## src/rtl/pr_bank.sv

```systemverilog
// P-R register bank: register file with ZMVCLEGYX flags in R0, NB/Q/BS system registers
// and a context save/load sequencer. Define PR_PARITY_EN to add per-register odd parity.
module pr_bank #(
   parameter int DATA_W = 16,
   parameter int NREGS  = 8,
   parameter int AW     = 3,
   parameter int NB_W   = 4
) (
   input  logic              clk_sys,
   input  logic              clm_,
   input  logic [DATA_W-1:0] w,
   input  logic [AW-1:0]     w_addr,
   input  logic              w_we,
   input  logic [AW-1:0]     rd_addr,
   input  logic [1:0]        l_mode,
   output logic [DATA_W-1:0] l,
   input  logic [8:0]        flag_we,
   input  logic [8:0]        flag_d,
   output logic [8:0]        r0,
   input  logic              nb_we,
   output logic [NB_W-1:0]   nb,
   output logic              q,
   output logic              bs,
`ifdef PR_PARITY_EN
   input  logic              par_inj,
   output logic              par_err,
`endif
   input  logic              ctx_save,
   input  logic              ctx_load,
   output logic              ctx_busy,
   output logic              ctx_done,
   output logic [DATA_W-1:0] ctx_dout,
   output logic              ctx_valid,
   input  logic              ctx_ready,
   input  logic [DATA_W-1:0] ctx_din,
   input  logic              ctx_din_valid,
   output logic              ctx_din_ready
);

   typedef enum logic [1:0] {S_IDLE, S_SAVE, S_LOAD} state_t;

   state_t            r_state, w_state_nx;
   logic [AW-1:0]     r_idx, w_idx_nx;
   logic              r_done, w_done_nx;
   logic [DATA_W-1:0] r_regs [NREGS];
   logic [NB_W-1:0]   r_nb;
   logic              r_q, r_bs;

   logic              w_idle, w_last;
   logic              w_wr_en;
   logic [AW-1:0]     w_wr_addr;
   logic [DATA_W-1:0] w_wr_data;
   logic              w_r0_we;
   logic [DATA_W-1:0] w_r0_nx;

   assign w_idle = (r_state == S_IDLE);
   assign w_last = (r_idx == AW'(NREGS - 1));

   always_ff @(posedge clk_sys or negedge clm_) begin
      if (!clm_) begin
         r_state <= S_IDLE;
         r_idx   <= '0;
         r_done  <= 1'b0;
      end else begin
         r_state <= w_state_nx;
         r_idx   <= w_idx_nx;
         r_done  <= w_done_nx;
      end
   end

   always_comb begin
      w_state_nx    = r_state;
      w_idx_nx      = r_idx;
      w_done_nx     = 1'b0;
      ctx_busy      = 1'b0;
      ctx_valid     = 1'b0;
      ctx_din_ready = 1'b0;
      case (r_state)
         S_IDLE: begin
            // save wins over a simultaneous load; the load request is dropped
            if (ctx_save) begin
               w_state_nx = S_SAVE;
               w_idx_nx   = '0;
            end else if (ctx_load) begin
               w_state_nx = S_LOAD;
               w_idx_nx   = '0;
            end
         end
         S_SAVE: begin
            ctx_busy  = 1'b1;
            ctx_valid = 1'b1;
            if (ctx_ready) begin
               if (w_last) begin
                  w_state_nx = S_IDLE;
                  w_idx_nx   = '0;
                  w_done_nx  = 1'b1;
               end else begin
                  w_idx_nx = r_idx + 1'b1;
               end
            end
         end
         S_LOAD: begin
            ctx_busy      = 1'b1;
            ctx_din_ready = 1'b1;
            if (ctx_din_valid) begin
               if (w_last) begin
                  w_state_nx = S_IDLE;
                  w_idx_nx   = '0;
                  w_done_nx  = 1'b1;
               end else begin
                  w_idx_nx = r_idx + 1'b1;
               end
            end
         end
         default: w_state_nx = S_IDLE;
      endcase
   end

   // A single write port shared by bus W (idle only) and the context loader
   always_comb begin
      w_wr_en   = 1'b0;
      w_wr_addr = w_addr;
      w_wr_data = w;
      if (r_state == S_LOAD) begin
         w_wr_en   = ctx_din_valid;
         w_wr_addr = r_idx;
         w_wr_data = ctx_din;
      end else if (w_idle) begin
         w_wr_en = w_we;
      end
   end

   // Flags sit in the top nine bits of R0; flag_we bits override bus W per bit
   always_comb begin
      w_r0_nx = (w_wr_en && (w_wr_addr == '0)) ? w_wr_data : r_regs[0];
      w_r0_we = (w_wr_en && (w_wr_addr == '0)) || (w_idle && (|flag_we));
      if (w_idle) begin
         for (int unsigned j = 0; j < 9; j++) begin
            if (flag_we[j]) w_r0_nx[DATA_W-9+j] = flag_d[j];
         end
      end
   end

   always_ff @(posedge clk_sys or negedge clm_) begin
      if (!clm_) begin
         for (int unsigned i = 0; i < NREGS; i++) r_regs[i] <= '0;
      end else begin
         if (w_r0_we) r_regs[0] <= w_r0_nx;
         for (int unsigned i = 1; i < NREGS; i++) begin
            if (w_wr_en && (w_wr_addr == AW'(i))) r_regs[i] <= w_wr_data;
         end
      end
   end

   always_ff @(posedge clk_sys or negedge clm_) begin
      if (!clm_) begin
         r_nb <= '0;
         r_q  <= 1'b0;
         r_bs <= 1'b0;
      end else if (w_idle && nb_we) begin
         r_nb <= w[NB_W-1:0];
         r_q  <= w[5];
         r_bs <= w[4];
      end
   end

`ifdef PR_PARITY_EN
   logic r_par [NREGS];

   always_ff @(posedge clk_sys or negedge clm_) begin
      if (!clm_) begin
         for (int unsigned i = 0; i < NREGS; i++) r_par[i] <= 1'b1;
      end else begin
         if (w_r0_we) r_par[0] <= ~(^w_r0_nx) ^ par_inj;
         for (int unsigned i = 1; i < NREGS; i++) begin
            if (w_wr_en && (w_wr_addr == AW'(i))) r_par[i] <= ~(^w_wr_data) ^ par_inj;
         end
      end
   end

   assign par_err = ((l_mode == 2'd0) && !(^{r_regs[rd_addr], r_par[rd_addr]})) ||
                    ((r_state == S_SAVE) && !(^{r_regs[r_idx], r_par[r_idx]}));
`endif

   always_comb begin
      case (l_mode)
         2'd0:    l = r_regs[rd_addr];
         2'd1:    l = DATA_W'(r_regs[0][DATA_W-1 -: 8]);
         default: l = '1;
      endcase
   end

   assign r0       = r_regs[0][DATA_W-1 -: 9];
   assign nb       = r_nb;
   assign q        = r_q;
   assign bs       = r_bs;
   assign ctx_done = r_done;
   assign ctx_dout = r_regs[r_idx];

endmodule
```

## config.mk

```make
export PLATFORM = sky130hd
export DESIGN_NAME = pr_bank
export DESIGN_NICKNAME = d
export VERILOG_FILES = /design/src/rtl/pr_bank.sv
export SDC_FILE = /design/constraint.sdc
export NUM_CORES = 1
export LEC_CHECK = 0
export CORE_ASPECT_RATIO = 0.5
export CORE_MARGIN = 5
export CORE_UTILIZATION = 25
export DETAILED_ROUTE_END_ITERATION = 12
export GPL_ROUTABILITY_DRIVEN = 0
export PLACE_DENSITY = 0.41
export SETUP_SLACK_MARGIN = 0.1
export SYNTH_ARGS = -nofsm -noshare
export SYNTH_HDL_FRONTEND = slang
export SYNTH_SLANG_ARGS = --single-unit
```

## constraint.sdc

```tcl
create_clock -name clk_sys -period 5.3 [get_ports clk_sys]
set_input_delay 1.59 -clock clk_sys [delete_from_list [all_inputs] [get_ports clk_sys]]
set_output_delay 1.59 -clock clk_sys [all_outputs]
set_load 0.02 [all_outputs]
```

# [Yosys cells after proc, flatten, opt, wreduce, memory -nomap -nowiden]
# Index checks and enable logic that the tools add are counted.
[totals] register_bits=140 in_bits=66 output_inout_bits=51
[op_classes] addsub=1 order_cmp=2 n_eq_ne=14 mux=41 bitwise=2 n_reduce_logical=20
[op_table] operator="binary-select mux 16 bit (select 3 bit)" count=2
[op_table] operator="two-way mux 16 bit" count=6
[op_table] operator="case mux 16 bit (2 select lines)" count=1
[op_table] operator="two-way mux 3 bit" count=6
[op_table] operator="two-way mux 1 bit" count=17
[op_table] operator="equality test 3 bit (second input constant)" count=5
[op_table] operator="logical AND 1 bit" count=10
[op_table] operator="two-way mux 2 bit" count=5
[op_table] operator="two-way mux 9 bit" count=1
[op_table] operator="case mux 3 bit (3 select lines)" count=1
[op_table] operator="OR reduction 9 bit" count=1
[op_table] operator=">= comparator 4 bit (second input constant)" count=2
[op_table] operator="NOT 3 -> 4 bit" count=2
[op_table] operator="equality test 3 x 2 -> 1 bit (second input constant)" count=2
[op_table] operator="case mux 2 bit (3 select lines)" count=1
[op_table] operator="equality test 2 x 1 -> 1 bit (second input constant)" count=2
[op_table] operator="zero test 2 bit" count=2
[op_table] operator="!= test 2 bit (second input constant)" count=2
[op_table] operator="AND reduction 4 bit" count=1
[op_table] operator="adder 3 x 1 -> 3 bit (second input constant)" count=1
[op_table] operator="equality test 3 x 1 -> 1 bit (second input constant)" count=1
[op_table] operator="zero test 3 bit" count=1
[op_table] operator="!= test 3 bit (second input constant)" count=1
[op_table] operator="AND reduction 3 bit" count=1
[op_table] operator="6 further kinds" count=6

# [Logic depth before layout (Yosys ltp)]
# Gate-level depths: netlist of run 1.
[logic_depth] depth_word=7 mapped_depth=9 mapped_depth_nobuf=6

# [Worst setup path after synthesis of run 1]
# OpenSTA, ideal clock, no wires.
[synth_timing] path_kind="in2out" start="in rd_addr[0]" end="out l[8]" t_arrival_ns=2.800 t_required_ns=3.710 slack_ns=0.910 cell_stages=4 path_buffers=2 cell_sequence="buf_6 -> buf_6 -> mux4_2 -> a221o_1"
[synth_between] elab_chain_cells=5
[synth_lines] item="from (decl)" line_no="14" source="input logic [AW-1:0] rd_addr,"
[synth_lines] item="NOT 3 -> 4 bit (not written as such)" line_no="187" source="2'd0: l = r_regs[rd_addr];"
[synth_lines] item="binary-select mux 16 bit (select 3 bit)" line_no="187"
[synth_lines] item="two-way mux 16 bit (not written as such) (2 in a row)" line_no="187"
[synth_lines] item="case mux 16 bit (2 select lines)" line_no="186" source="case (l_mode)"
[synth_lines] item="to (decl)" line_no="16" source="output logic [DATA_W-1:0] l,"
# No other way between the ends. The select of a mux whose other input is x is not followed.

# [Worst setup path in the final report of run 1]
[layout_timing] start="in rd_addr[2]" end="out l[9]"
# Same word-level chain as after synthesis.

==> impl_results.md, run 1 <==
* Run status: finished clean
* Leak at 4.06 nW
* Synth Area in Compound Gates at 0.130
* WP data required at 3.71 ns
* Min Hold Slack at 0.503 ns
* Synth top cells by count: 140 x dfrtp_1, 116 x nand2_1, 70 x nor2_1
* Crit path arrival time at 3.52 ns
* Antenna Nets Post-Route at 0
* Final setup fails at 0
* Core area at 30500 sq um
* CP max-delay cell: clkdlybuf4s50_1
* Starting Density at 0.255
* CP Depth at 4
* CP bufs+invs at 2
* Clk_skew at 0.00689 ns
* Mapped Cells at 729
* Worst min path class: flip-flop to flip-flop
* Top cell type's share of synthesized area at 0.451
* Vias per cell at 4.90
* Die Width at 259 um
* I/O pin count at 117
* Largest net degree at the start of global routing at 68
* Top_reg_cell synth: dfrtp_1
* Synth top area cells: dfrtp_1 45%, mux4_2 14%, nand2_1 5.6%, mux2i_1 4.4%, a21oi_1 4.3%
* Worst hold stages at 2
* Pre-antenna DRT Iters at 5
* Slew at the pin closest to its max-slew limit at 1.18 ns
* VDD IR max at 0.000228 V
* Async set-reset flop share out of synthesis at 1.00
* Final wirelength at 27700 um
* Critical Path End Type: primary output
* Max transition margin at 0.188
* RSZ-0062 raised after global routing: false
* Global-route wire length before repair at 41100 um
* CTS Hold Bufs at 0
* Drt initial violations at 466
* Die Span Y at 135 um
* Clock sinks at 140
* Fin crit period at 5.11 ns
* Critical path's largest stage delay at 0.65 ns
* Final Cycle Share at 0.964
* Synth area leader: dfrtp_1
* Final TNS setup at 0 ns
* H-tree level count at 4
* Initial antenna violation count at 1
* Synthesized area per cell at 10.7 sq um
* Synthesis-to-layout area growth at 28.1%
* # rows at 45
* Post-CTS setup buffers at 0
* Crit-path leading delay family: buffers and inverters
* Simple-Gate Fraction of Synth Area at 0.140
* Final Max Slew Viols at 0
* Nets at 886
* Critical path fanouts, max at 8
* # DRC at 0
* CTS buffer count at 17
* Port buffer count at 116
* GRT Resource Usage Total at 0.159
* Endpoints failing hold at 0
* Post-synthesis sequential area ratio at 0.451
* Synthesis-stage register bit count at 140
* Number of distinct standard cells referenced by the synthesized netlist at 43
* Largest family of logic cells by synthesized area: multiplexers
* Clock root buffer: clkbuf_16
* Max Cap Viol at 0
* Utilization after layout at 0.327
* Die footprint at 34900 sq um
* Routed vias at 6127
* GRT overflow at 0
* Clock transition at path regs at 0.06 ns
* R2R depth at 6
* Critical path class: primary input to primary output
* Post-DP HPWL at 19100 um
* CTS tree: done
* Netlist Area Pre-Place at 7760 sq um
* Number of global-route vias before repair at 6070
* Post-Synth Adder-Cell Area at 0.00967
* Count leader, synth: dfrtp_1
* Mapped Nets at 801
* Clk_lat worst skew at 0.44 ns
* Synth Area in XOR/XNOR at 0
* Ys Warns at 0
* Number of flops mapped to enable cells by yosys at 0
* Clock Tree Buf Depth at 2
* Avg WL per Cell at 22.1 um
* Critical Path Source Type: primary input
* Post-synthesis mux area share at 0.218
* PwrDens at 630 nW/um^2
* Layout cells sized above 1 at 0.171
* Fmax at 196 MHz
* Worst path cell trace: clkdlybuf4s50_1 -> nor2b_1 -> a221o_1 -> dlygate4sd2_1
==> worst paths after layout <==
check	start	to	slack, ns
setup / recovery	rd_addr[2]	l[9]	0.19
hold / removal	r_regs[53]$_DFFE_PN0P_	r_regs[53]$_DFFE_PN0P_	0.50
setup reg to reg	r_state[0]$_DFFE_PN0P_	r_regs[43]$_DFFE_PN0P_	2.05
hold reg to reg	r_regs[53]$_DFFE_PN0P_	r_regs[53]$_DFFE_PN0P_	0.50
max in group asynchronous	clm_	r_regs[56]$_DFFE_PN0P_	3.10
min in group asynchronous	clm_	nb[2]$_DFFE_PN0P_	1.16
==> power by group <==
group | leakage, nW | switching [mW] | internal, mW
clock network | 0.303 | 0.508 | 0.801
registers | 1.69 | 0.493 | 1.59
logic | 2.06 | 1.53 | 1.35
total | 4.06 | 2.53 | 3.74
==> stage by stage <==
stage          cells  instance area, sq um  worst slack, ns  power (mW)
2_1_floorplan    729                  7760            0.910        3.82
3_3_place_gp    1217                  9280           -0.116        4.99
3_5_place_dp    1217                  9280           -0.208        5.01
4_1_cts         1248                  9920            0.122        6.33
5_1_grt         1249                  9940            0.154        6.66
6_report        1251                  9950            0.189        6.27
==> worst register-to-register path, delay by kind of cell, from the launching register on <==
| family | cells | cell delay, ns |
|---|---|---|
| and+or+nand+nor | 2 | 0.68 |
| DFF | 1 | 0.40 |
| buffers and inverters | 1 | 0.13 |
| AOI/OAI and AO/OA | 2 | 1.13 |
| adders and majority gates | 1 | 0.84 |
==> what timing repair did <==
action | in CTS | in global routing
setup endpoints to repair | 16 | 1
cloned | 0 | 1
pin swaps | 0 | 0
gates resized for setup | 23 | 1
==> cells in the final DEF (no fill, tap or decap), types with 8 or more instances in the layout <==
| master | netlist | routed |
|---|---|---|
| o21ai_0 | 44 | 44 |
| buf_4 | 21 | 8 |
| clkdlybuf4s50_1 | 0 | 97 |
| o22ai_1 | 10 | 10 |
| nor2_1 | 70 | 69 |
| clkbuf_16 | 0 | 18 |
| nand2_1 | 116 | 115 |
| a21oi_1 | 66 | 66 |
| dfrtp_1 | 140 | 139 |
| nand3_1 | 29 | 29 |
| a221o_1 | 8 | 8 |
| o22a_1 | 8 | 8 |
| mux2_2 | 24 | 24 |
| dlygate4sd2_1 | 0 | 16 |
| or3b_1 | 9 | 9 |
| mux4_2 | 48 | 48 |
| mux2i_1 | 34 | 34 |
| o21ai_1 | 11 | 11 |
==> state kept, by name (all words and copies together) (netlist names) <==
signal    count
r_regs      119
r0            9
nb            4
r_idx         3
r_state       2
bs            1
ctx_done      1
q             1
==> final cells by class <==
| type | count | area [sq um] |
|---|---|---|
| Inverter | 7 | 26.3 |
| Clock buffer | 18 | 439 |
| Tap cell | 423 | 529 |
| Antenna cell | 2 | 5.00 |
| Multi-Input combinational cell | 519 | 3950 |
| Sequential cell | 140 | 3500 |
| Timing Repair Buffer | 129 | 1310 |
| Fill cell | 3100 | 20500 |
| Clock inverter | 13 | 189 |
==> metal layers <==
metal / routed length [um] / GRT usage / share of wire / vias up
met5: 0 / 0 / 0 / -
met4: 383 / 0.0355 / 0.014 / 0
met3: 1670 / 0.0400 / 0.060 / 26
met2: 12000 / 0.236 / 0.43 / 189
met1: 13600 / 0.235 / 0.49 / 3076
li1: - / - / - / 2836
==> logic make-up (layout without fill, tap and decap cells) <==
family,count (synthesis),after routing
simple gates,242,242
compound gates,165,165
flops,140,140
mux,106,106
buf+inv,70,167
fa+ha+maj,6,6
other cells,0,2
(Power assumes the default switching activity.)
==> run 2: changes to the inputs <==
HOLD_SLACK_MARGIN = 0.05   (was unset)
==> results of run 2 <==
Final layout, timing and power as in run 1 (identical DEF).
==> run 3: changes to the inputs <==
GPL_TIMING_DRIVEN = 1   (was unset)
PLACE_DENSITY = 0.43   (was 0.41)
clock period = 4.1 ns   (was 5.3 ns; I/O delays follow)
==> impl_results.md, run 3 (synthesis results as in run 1) <==
* PwrDens at 803 nW/um^2
* Final setup margin at 0.134 ns
* Filler instances at 3090
* Endpoints failing hold at 0
* Reg-to-Reg Start: r_state[0]$_DFFE_PN0P_
* Core area at 30500 sq um
* Vias per cell at 4.84
* Footprint of the multi-input gates at 3920 sq um
* Die Width at 259 um
* Nets at 907
* Die footprint at 34900 sq um
* Pre-CTS setup slack at -0.664 ns
* Clk_skew at 0.0110 ns
* Critical path class: primary input to primary output
* Run status: finished clean
* Antenna Nets Post-Route at 0
* Sequential power share at 0.332
* Max reg flops at 119
* Crit path arrival time at 2.74 ns
* R2R Setup Slk at 1.50 ns
* GRT overflow at 0
* Switching Share at 0.399
* Critical path fanouts, max at 5
* Clock sinks at 140
* # DRC at 0
* Number of global-route vias before repair at 6334
* Clock transition at path regs at 0.06 ns
* Die Span Y at 135 um
* Layout cells sized above 1 at 0.202
* Worst hold stages at 2
* Commonest non-fill, non-tap cell in the layout: dfrtp_1
* RSZ-0062 raised after global routing: false
* Critical path's largest stage delay at 0.50 ns
* Synthesis-to-layout area growth at 30.4%
* Critical Path Source Type: primary input
* Most frequent cells in the layout: 139 x dfrtp_1, 115 x nand2_1, 95 x clkdlybuf4s50_1
* Clk pwr share at 0.209
* Final setup fails at 0
* WP data required at 2.87 ns
* Reg with most FFs: r_regs
* I/O pin count at 117
* Max Cap Viol at 0
* Max transition margin at 0.263
* Global-route wire length before repair at 41200 um
* Worst min path class: flip-flop to flip-flop
* Drt initial violations at 464
* Clk_lat worst skew at 0.43 ns
* Starting Density at 0.255
* R2R depth at 7
* Clock Tree Buf Depth at 2
* Internal power at 4.89 mW
* Avg WL per Cell at 21.5 um
* Leak at 4.19 nW
* H-tree level count at 4
* Sequential standard cell area at 3500 sq um
* Critical Path End Type: primary output
* Final Cycle Share at 0.967
* Hold_sp: r_regs[107]$_DFFE_PN0P_
* Pre-antenna DRT Iters at 5
* Clock root buffer: clkbuf_16
* CTS tree: done
* Final Max Slew Viols at 0
* Utilization after layout at 0.332
* Port buffer count at 116
* Pwr Total at 8.13 mW
* VDD IR max at 0.000258 V
* Largest net degree at the start of global routing at 59
* Comb power frac at 0.459
* Worst r2r dst: r_regs[9]$_DFFE_PN0P_
* CTS buffer count at 17
* Hold endpoint: r_regs[107]$_DFFE_PN0P_
* Slew at the pin closest to its max-slew limit at 1.07 ns
* Fmax at 252 MHz
* Final TNS setup at 0 ns
* Post-DP HPWL at 19400 um
* Initial antenna violation count at 0
* CP max-delay cell: mux4_2
* Final wirelength at 27400 um
* # rows at 45
* Worst path cell trace: buf_4 -> buf_12 -> mux4_2 -> a221o_1 -> dlygate4sd2_1
* Routed vias at 6157
* Fin crit period at 3.97 ns
* Min Hold Slack at 0.504 ns
* Switch Pwr at 3.24 mW
* GRT Resource Usage Total at 0.158
==> run 3: cell types whose count changed in the layout (fill, tap and decap cells not counted), moves of 3 or more <==
cell             change
buf_4               +19
dlygate4sd2_1       -12
clkbuf_2             +4
buf_12               +3
buf_2                +3
clkdlybuf4s15_1      +3
clkdlybuf4s15_2      +3
==> run 3: area by class of cell <==
| cell class | instances | area share |
|---|---|---|
| Tap cell | 423 | 0.0523 |
| Clock inverter | 11 | 0.0179 |
| Sequential cell | 140 | 0.346 |
| Inverter | 7 | 0.00260 |
| Multi-Input combinational cell | 519 | 0.387 |
| Clock buffer | 21 | 0.0455 |
| Timing Repair Buffer | 150 | 0.149 |
| Antenna cell | 1 | 0.000247 |
==> run 3: routing by layer <==
metal | track usage | vias up | part of all wire
met2 | 0.245 | 131 | 0.45
met5 | 0 | - | 0
met4 | 0.0352 | 0 | 0.012
met3 | 0.0297 | 23 | 0.043
li1 | - | 2868 | -
met1 | 0.229 | 3135 | 0.50
==> run 3: power groups by stage <==
| stage | Combinational [mW] | Clock, mW | Sequential, mW |
|---|---|---|---|
| after floorplan | 2.48 | 0 | 2.45 |
| after global placement | 3.75 | 0 | 2.69 |
| after detailed placement | 3.79 | 0 | 2.70 |
| after CTS | 3.78 | 1.74 | 2.68 |
| after global routing | 4.06 | 1.79 | 2.78 |
| final | 3.73 | 1.70 | 2.70 |
==> run 3: stage by stage <==
stage,cell area (sq um),cells
6_report,10100,1272
5_1_grt,10100,1271
4_1_cts,10100,1271
3_5_place_dp,9420,1234
3_3_place_gp,9420,1234
2_1_floorplan,7760,729
==> run 3: worst max path at each step <==
stage | from | endpoint | slack [ns] | depth (start not counted)
2_1_floorplan | rd_addr[0] | l[8] | 0.43 | 4
3_3_place_gp | rd_addr[0] | l[1] | -0.58 | 7
3_5_place_dp | rd_addr[0] | l[2] | -0.66 | 7
4_1_cts | l_mode[1] | l[1] | 0.11 | 4
5_1_grt | rd_addr[0] | l[5] | 0.10 | 7
6_report | rd_addr[0] | l[14] | 0.13 | 5
==> run 3: worst max-delay path: cells and delay by family <==
kind                   cells  cell delay [ns]
buffers and inverters      3             0.62
AOI/OAI and AO/OA          1             0.38
muxes                      1             0.50
==> run 3: repair_timing <==
item | 4_1_cts | 5_1_grt
resized for setup | 53 | 9
pin swaps | 1 | 0
hold buffers | 0 | 0
endpoints found under the setup margin | 16 | 6
endpoints found under the hold margin | 0 | 0
setup buffers | 3 | 0
gates cloned | 2 | 0
